$ cat src/rtl/mem_pkg.sv
// Shared constants, access-mode encodings and FSM state type for the memory arbiter.
package mem_pkg;

    localparam int RAM_SIZE_LOG = 8;

    localparam logic [2:0] BYTE        = 3'b000;
    localparam logic [2:0] HALF_WORD   = 3'b001;
    localparam logic [2:0] WORD        = 3'b010;
    localparam logic [2:0] U_BYTE      = 3'b100;
    localparam logic [2:0] U_HALF_WORD = 3'b101;

    typedef enum logic [1:0] {
        IDLE   = 2'd0,
        ACCESS = 2'd1,
        RESP   = 2'd2
    } state_t;

    // Unsigned modes only make sense on the read path.
    function automatic logic legal_write_mode(input logic [2:0] mode);
        return (mode == BYTE) || (mode == HALF_WORD) || (mode == WORD);
    endfunction

    function automatic logic legal_read_mode(input logic [2:0] mode);
        return (mode == BYTE) || (mode == HALF_WORD) || (mode == WORD) ||
               (mode == U_BYTE) || (mode == U_HALF_WORD);
    endfunction

endpackage

$ cat src/rtl/rr_arbiter.sv
// Combinational rotating-priority arbiter: i_ptr names the requester that wins
// first, priority then increases in index order with wrap-around.
module rr_arbiter #(
    parameter int N_REQ = 2,
    parameter int PTR_W = (N_REQ > 1) ? $clog2(N_REQ) : 1
) (
    input  logic [N_REQ-1:0] i_req,
    input  logic [PTR_W-1:0] i_ptr,
    output logic [N_REQ-1:0] o_gnt
);

    logic [2*N_REQ-1:0] w_req_dbl;
    logic [2*N_REQ-1:0] w_gnt_dbl;
    logic [N_REQ-1:0]   w_rot_req;
    logic [N_REQ-1:0]   w_rot_gnt;

    // Rotate so the pointer lands on bit 0, pick the lowest set bit, rotate back.
    always_comb begin
        w_req_dbl = {i_req, i_req} >> i_ptr;
        w_rot_req = w_req_dbl[N_REQ-1:0];
        w_rot_gnt = w_rot_req & (-w_rot_req);
        w_gnt_dbl = {w_rot_gnt, w_rot_gnt} << i_ptr;
        o_gnt     = w_gnt_dbl[2*N_REQ-1:N_REQ];
    end

endmodule

$ cat src/rtl/mem_arbiter.sv
// Single-outstanding memory arbiter for fetch (0) and load/store (1) requesters.
// MEM_ARB_ROUND_ROBIN_EN selects round-robin; otherwise highest index wins.
module mem_arbiter
    import mem_pkg::*;
#(
    parameter int ADDR_W = RAM_SIZE_LOG,
    parameter int N_REQ  = 2
) (
    input  logic                  clk,
    input  logic                  rst_n,
    input  logic [N_REQ-1:0]      req_valid,
    output logic [N_REQ-1:0]      req_ready,
    input  logic [N_REQ-1:0]      req_we,
    input  logic [N_REQ*3-1:0]    req_mode,
    input  logic [N_REQ*ADDR_W-1:0] req_addr,
    input  logic [N_REQ*32-1:0]   req_wdata,
    output logic [N_REQ-1:0]      resp_valid,
    input  logic [N_REQ-1:0]      resp_ready,
    output logic [31:0]           resp_rdata,
    output logic                  resp_err,
    output logic                  mem_we,
    output logic [ADDR_W-1:0]     mem_wa,
    output logic [2:0]            mem_wm,
    output logic [31:0]           mem_wd,
    output logic [ADDR_W-1:0]     mem_ra,
    output logic [2:0]            mem_rm,
    input  logic [31:0]           mem_rd
);

    localparam int GI_W = (N_REQ > 1) ? $clog2(N_REQ) : 1;

    state_t              r_state;
    state_t              w_next_state;

    logic [GI_W-1:0]     r_gnt_idx;
    logic                r_we;
    logic [2:0]          r_mode;
    logic [ADDR_W-1:0]   r_addr;
    logic [31:0]         r_wdata;
    logic [31:0]         r_rdata;
    logic                r_err;

    logic [N_REQ-1:0]    w_gnt;
    logic [GI_W-1:0]     w_gnt_idx;
    logic                w_sel_we;
    logic [2:0]          w_sel_mode;
    logic [ADDR_W-1:0]   w_sel_addr;
    logic [31:0]         w_sel_wdata;
    logic                w_accept;
    logic                w_resp_ack;
    logic                w_in_access;
    logic                w_wr_legal;
    logic                w_rd_legal;

`ifdef MEM_ARB_ROUND_ROBIN_EN
    logic [GI_W-1:0]     r_rr_ptr;

    rr_arbiter #(
        .N_REQ (N_REQ),
        .PTR_W (GI_W)
    ) u_arb (
        .i_req (req_valid),
        .i_ptr (r_rr_ptr),
        .o_gnt (w_gnt)
    );

    // After a grant, the requester just above the winner gets first claim.
    always_ff @(posedge clk or negedge rst_n) begin
        if (!rst_n) begin
            r_rr_ptr <= '0;
        end else if (w_accept) begin
            if (w_gnt_idx == GI_W'(N_REQ - 1)) begin
                r_rr_ptr <= '0;
            end else begin
                r_rr_ptr <= GI_W'(w_gnt_idx + 1'b1);
            end
        end
    end
`else
    logic [N_REQ-1:0]    w_req_rev;
    logic [N_REQ-1:0]    w_gnt_rev;

    // Reversing the request vector with a fixed pointer of 0 makes the top index win.
    always_comb begin
        w_req_rev = '0;
        for (int k = 0; k < N_REQ; k++) begin
            w_req_rev[k] = req_valid[N_REQ-1-k];
        end
    end

    rr_arbiter #(
        .N_REQ (N_REQ),
        .PTR_W (GI_W)
    ) u_arb (
        .i_req (w_req_rev),
        .i_ptr ('0),
        .o_gnt (w_gnt_rev)
    );

    always_comb begin
        w_gnt = '0;
        for (int k = 0; k < N_REQ; k++) begin
            w_gnt[k] = w_gnt_rev[N_REQ-1-k];
        end
    end
`endif

    always_comb begin
        w_gnt_idx   = '0;
        w_sel_we    = 1'b0;
        w_sel_mode  = '0;
        w_sel_addr  = '0;
        w_sel_wdata = '0;
        for (int k = 0; k < N_REQ; k++) begin
            if (w_gnt[k]) begin
                w_gnt_idx   = GI_W'(k);
                w_sel_we    = req_we[k];
                w_sel_mode  = req_mode[k*3 +: 3];
                w_sel_addr  = req_addr[k*ADDR_W +: ADDR_W];
                w_sel_wdata = req_wdata[k*32 +: 32];
            end
        end
    end

    assign w_in_access = (r_state == ACCESS);
    assign w_wr_legal  = legal_write_mode(r_mode);
    assign w_rd_legal  = legal_read_mode(r_mode);
    assign w_accept    = |(req_valid & req_ready);

    always_comb begin
        w_resp_ack = 1'b0;
        for (int k = 0; k < N_REQ; k++) begin
            if (r_gnt_idx == GI_W'(k)) begin
                w_resp_ack = resp_ready[k];
            end
        end
    end

    always_ff @(posedge clk or negedge rst_n) begin
        if (!rst_n) begin
            r_state <= IDLE;
        end else begin
            r_state <= w_next_state;
        end
    end

    always_comb begin
        w_next_state = r_state;
        case (r_state)
            IDLE:    if (w_accept) w_next_state = ACCESS;
            ACCESS:  w_next_state = RESP;
            RESP:    if (w_resp_ack) w_next_state = IDLE;
            default: w_next_state = IDLE;
        endcase
    end

    always_ff @(posedge clk or negedge rst_n) begin
        if (!rst_n) begin
            r_gnt_idx <= '0;
            r_we      <= 1'b0;
            r_mode    <= '0;
            r_addr    <= '0;
            r_wdata   <= '0;
            r_rdata   <= '0;
            r_err     <= 1'b0;
        end else if (w_accept) begin
            r_gnt_idx <= w_gnt_idx;
            r_we      <= w_sel_we;
            r_mode    <= w_sel_mode;
            r_addr    <= w_sel_addr;
            r_wdata   <= w_sel_wdata;
        end else if (w_in_access) begin
            // Writes and illegal reads return zero; rdata/err then hold through RESP.
            r_rdata <= (!r_we && w_rd_legal) ? mem_rd : 32'h0;
            r_err   <= r_we ? !w_wr_legal : !w_rd_legal;
        end
    end

    always_comb begin
        req_ready  = '0;
        resp_valid = '0;
        mem_we     = 1'b0;
        mem_wa     = '0;
        mem_wm     = '0;
        mem_wd     = '0;
        mem_ra     = '0;
        mem_rm     = '0;
        case (r_state)
            IDLE: begin
                req_ready = w_gnt & req_valid;
            end
            ACCESS: begin
                if (r_we) begin
                    mem_we = w_wr_legal;
                    mem_wa = r_addr;
                    mem_wm = r_mode;
                    mem_wd = r_wdata;
                end else begin
                    mem_ra = r_addr;
                    mem_rm = r_mode;
                end
            end
            RESP: begin
                for (int k = 0; k < N_REQ; k++) begin
                    resp_valid[k] = (r_gnt_idx == GI_W'(k));
                end
            end
            default: begin
                req_ready = '0;
            end
        endcase
    end

    assign resp_rdata = r_rdata;
    assign resp_err   = r_err;

endmodule
$ cat config.mk
export PLATFORM = sky130hd
export DESIGN_NAME = mem_arbiter
export DESIGN_NICKNAME = d
export VERILOG_FILES = /design/src/rtl/mem_pkg.sv /design/src/rtl/rr_arbiter.sv /design/src/rtl/mem_arbiter.sv
export SDC_FILE = /design/constraint.sdc
export NUM_CORES = 1
export LEC_CHECK = 0
export BUFFER_PORTS_ARGS = -buffer_cell sky130_fd_sc_hd__buf_2
export CAP_MARGIN = 20
export CORE_ASPECT_RATIO = 0.5
export CORE_MARGIN = 10
export CORE_UTILIZATION = 30
export CTS_CLUSTER_SIZE = 8
export DETAILED_ROUTE_END_ITERATION = 6
export PLACE_DENSITY = 0.63
export SYNTH_ARGS = -nofsm -noshare
export SYNTH_HDL_FRONTEND = slang
export SYNTH_SLANG_ARGS = --single-unit
$ cat constraint.sdc
create_clock -name clk -period 2.4 [get_ports clk]
set_input_delay 0.36 -clock clk [delete_from_list [all_inputs] [get_ports clk]]
set_output_delay 0.36 -clock clk [all_outputs]
set_load 0.03 [all_outputs]
==> flow_summary.json <==
{
  "status": "completed",
  "synth.avg_cell_area_um2": 10.8,
  "synthFlopType": "sky130_fd_sc_hd__dfrtp_1",
  "post_synth_xor_area_fraction": 0,
  "cts.sink_count": 80,
  "setup_repair_after_global_routing_missed_its_margin": "false",
  "worst_ep_required_time_ns": 2.04,
  "worst-slew-pin-transition_ns": 0.871,
  "grt_start_max_net_pins": 56,
  "die_height_um": 100,
  "initial_utilization": 0.307,
  "worstHoldEndpoint": "resp_rdata[17]$_DFFE_PN0P_",
  "power_frac_comb": 0.461,
  "floorplan.core_area_um2": 12700,
  "n_fill_cell": 1247,
  "antenna_viol_nets_final": 0,
  "portBuffers": 217,
  "number_of_buffers_added_for_setup_after_cts": 0,
  "cts.reportedPaths.clkPinSlew_ns": 0.06,
  "post-synth-top-area-cell": "sky130_fd_sc_hd__dfrtp_1",
  "sw_frac_of_total": 0.424,
  "timing_worst_setup_path_type": "reg -> out",
  "power.sequential.fraction": 0.330,
  "synth_area_um2": 3880,
  "post-dp-hpwl_um": 10200,
  "layout.nets": 687,
  "async_reset_ff_frac": 1.00,
  "yosys.cell_types.count": 24,
  "power.density_cell_area_nw_per_um2": 1300,
  "grt_first_pass_wirelength_um": 21400,
  "ioPinCount": 218,
  "floorplan.die_area_um2": 18200,
  "synth_fa_ha_area_frac": 0,
  "synth_top_area_frac": 0.515,
  "cts_root_buf": "sky130_fd_sc_hd__clkbuf_16",
  "htreeDepth": 3,
  "max_transition_margin": 0.419,
  "hold_fix_buffers_at_cts": 1,
  "globalRouteMet3Util": 0.0412,
  "synthCells": 360,
  "final.hold.worst_slack_ns": 0.243,
  "holdPathStages": 2,
  "yosys.cell_count.top_type": "sky130_fd_sc_hd__dfrtp_1",
  "synthTopCellsByArea": "sky130_fd_sc_hd__dfrtp_1, sky130_fd_sc_hd__a22oi_1, sky130_fd_sc_hd__a22o_1",
  "reg2reg_setup_slack_ns": 0.54,
  "crit-reg2reg-capture": "r_addr[1]$_DFFE_PN0P_",
  "grt_pass1_vias": 3889,
  "clockBufferDepth": 2,
  "ys_seq_area_frac": 0.515,
  "detail_route.wl_per_cell_um": 19.1,
  "min_period_over_period": 0.838,
  "vias_per_cell": 5.18,
  "setup.worst_path.start_class": "flop",
  "finalHoldViolations": 0,
  "worstRegToRegCells": 3,
  "gr-usage-met1": 0.162,
  "synth.top_cells.by_count": "sky130_fd_sc_hd__dfrtp_1, sky130_fd_sc_hd__a22oi_1, sky130_fd_sc_hd__and3_1",
  "synth-edff-count": 0,
  "max_cap_viol_count": 0,
  "dr_total_vias": 3809,
  "ys_seq_elements": 80,
  "postRouteWirelength_um": 14000,
  "drt-pass1-iter-count": 7,
  "leakage_nw": 2.91,
  "global_route.usage.total": 0.145,
  "drt_iter0_drc": 259,
  "timing.rr.start": "r_state[1]$_DFFE_PN0P_",
  "final_setup_vio_count": 0,
  "top_usage_layer": "met2",
  "syn_nets": 486,
  "rows": 29,
  "worst_hold_path_startpoint": "mem_rd[17]",
  "critPathArrivalTime_ns": 1.65,
  "proportion_of_synthesized_area_in_mux_cells": 0.00290,
  "final_layout_size_suffix_gt1_frac": 0.445,
  "worstHoldPathType": "in -> reg",
  "clock_power_share": 0.209,
  "worst_ir_drop_vdd_v": 0.000652,
  "placed_area_um2": 5090,
  "area_growth_syn_to_layout_pct": 40.0,
  "p_sw_w": 0.00301,
  "grt.met2_usage": 0.263,
  "synth_top_family_by_area": "compound AO/OA/AOI/OAI gates",
  "grt_overflow": 0,
  "postLayoutCellArea_um2": 5440,
  "final-max-slew-violation-count": 0,
  "die_w_um": 181,
  "max_freq_ghz": 0.497,
  "synth_area_in_compound_gates": 0.281,
  "regArea_um2": 2000,
  "finClkSkew_ns": 0.00593,
  "internal_power_w": 0.00409,
  "setup.worst_path.end_class": "primary output",
  "count_of_antenna_diodes_in_the_layout": 0,
  "timing.final.crit_period_ns": 2.01,
  "fin_tns_setup_ns": 0,
  "clock_latency_ns": 0.33,
  "path_max_fanout": 25,
  "cts_tree": "done",
  "number_of_warning_messages_in_the_yosys_log": 0,
  "drc": 0,
  "total_cts_buffers": 9,
  "antenna_found_initial": 0,
  "cts.repair.resized": 0,
  "post_synth_and_or_nand_nor_area_fraction": 0.141,
  "routabilityCongestion": 0.825,
  "multiInputGateArea_um2": 1650
}
cell type report:
| class | count | area share |
|---|---|---|
| Timing Repair Buffer | 232 | 0.228 |
| Sequential cell | 80 | 0.368 |
| Clock inverter | 5 | 0.0147 |
| Multi-Input combinational cell | 236 | 0.304 |
| Tap cell | 170 | 0.0391 |
| Inverter | 2 | 0.00138 |
| Clock buffer | 11 | 0.0446 |
power groups by stage:
stage / Sequential [W] / Combinational [W] / Clock (W)
after floorplan: 0.00263 / 0.00201 / 0
after global placement: 0.00233 / 0.00320 / 0
after detailed placement: 0.00234 / 0.00328 / 0
after CTS: 0.00233 / 0.00329 / 0.00153
after global routing: 0.00242 / 0.00355 / 0.00158
final: 0.00234 / 0.00327 / 0.00149
placed cells by master (no fill, tap or decap), types with 2 or more instances in the layout:
master                       synthesis  layout
sky130_fd_sc_hd__and3_1             44      44
sky130_fd_sc_hd__dfrtp_1            80      80
sky130_fd_sc_hd__buf_2              21     216
sky130_fd_sc_hd__nor2b_1            21      19
sky130_fd_sc_hd__clkinvlp_4          0       2
sky130_fd_sc_hd__and2_1             12      12
sky130_fd_sc_hd__nor3b_2             2       2
sky130_fd_sc_hd__a22oi_1            44      44
sky130_fd_sc_hd__buf_4               1      12
sky130_fd_sc_hd__o2bb2ai_1          25      25
sky130_fd_sc_hd__o21ai_1             5       5
sky130_fd_sc_hd__a31oi_1            19      19
sky130_fd_sc_hd__nor2_1              4       4
sky130_fd_sc_hd__inv_1               2       2
sky130_fd_sc_hd__nand2b_1            2       2
sky130_fd_sc_hd__nor2b_2             0       2
sky130_fd_sc_hd__a21oi_1             2       2
sky130_fd_sc_hd__nand2_1             2       2
sky130_fd_sc_hd__clkbuf_16           0       9
sky130_fd_sc_hd__o21ai_0            18      18
sky130_fd_sc_hd__a22o_1             32      32
sky130_fd_sc_hd__bufinv_16           0       2
per-stage QoR:
stage | setup slack (ns) | util | cells | power (W)
6_report | 0.389 | 0.430 | 736 | 0.00710
5_1_grt | 0.295 | 0.430 | 736 | 0.00755
4_1_cts | 0.368 | 0.429 | 735 | 0.00715
3_5_place_dp | 0.524 | 0.402 | 718 | 0.00562
3_3_place_gp | 0.489 | 0.400 | 717 | 0.00553
2_1_floorplan | 0.745 | - | 360 | 0.00465
state kept, by name, summed over array words and instances (netlist names):
| register | flops |
|---|---|
| resp_err | 1 |
| r_addr | 8 |
| r_wdata | 32 |
| r_we | 1 |
| resp_rdata | 32 |
| r_mode | 3 |
| r_state | 2 |
| r_gnt_idx | 1 |
cell families (layout without fill, tap and decap cells):
family                 count (synthesis)  count (layout)
multiplexers                           1               1
AO/OA/AOI/OAI                        147             147
buffers and inverters                 44             250
flip-flops                            80              80
AND/OR/NAND/NOR                       88              88
worst max-delay path by stage:
stage / cells after the start / end / startpoint / slack [ns]
6_report: 4 / mem_wa[5] / r_state[0]$_DFFE_PN0P_ / 0.39
4_1_cts: 4 / mem_wa[5] / r_state[0]$_DFFE_PN0P_ / 0.37
5_1_grt: 4 / mem_wa[5] / r_state[0]$_DFFE_PN0P_ / 0.29
3_3_place_gp: 3 / resp_rdata[29]$_DFFE_PN0P_ / r_mode[2]$_DFFE_PN0P_ / 0.49
2_1_floorplan: 4 / req_ready[0] / r_state[1]$_DFFE_PN0P_ / 0.74
3_5_place_dp: 3 / r_wdata[5]$_DFFE_PN0P_ / req_valid[1] / 0.52
critical path: stages (launching register included):
cell and delay [ns]:
sky130_fd_sc_hd__dfrtp_1 0.43, sky130_fd_sc_hd__nor2b_2 0.19, sky130_fd_sc_hd__buf_4 0.26, sky130_fd_sc_hd__and3_1 0.22, sky130_fd_sc_hd__buf_2 0.21
layer usage:
layer	part of all wire	wire, um	vias to the layer above
li1	-	-	1775
met1	0.39	5540	1904
met2	0.53	7480	107
met3	0.052	728	23
met4	0.021	299	0
met5	0	0	-
Note: power is estimated with default switching activity, not from simulation.
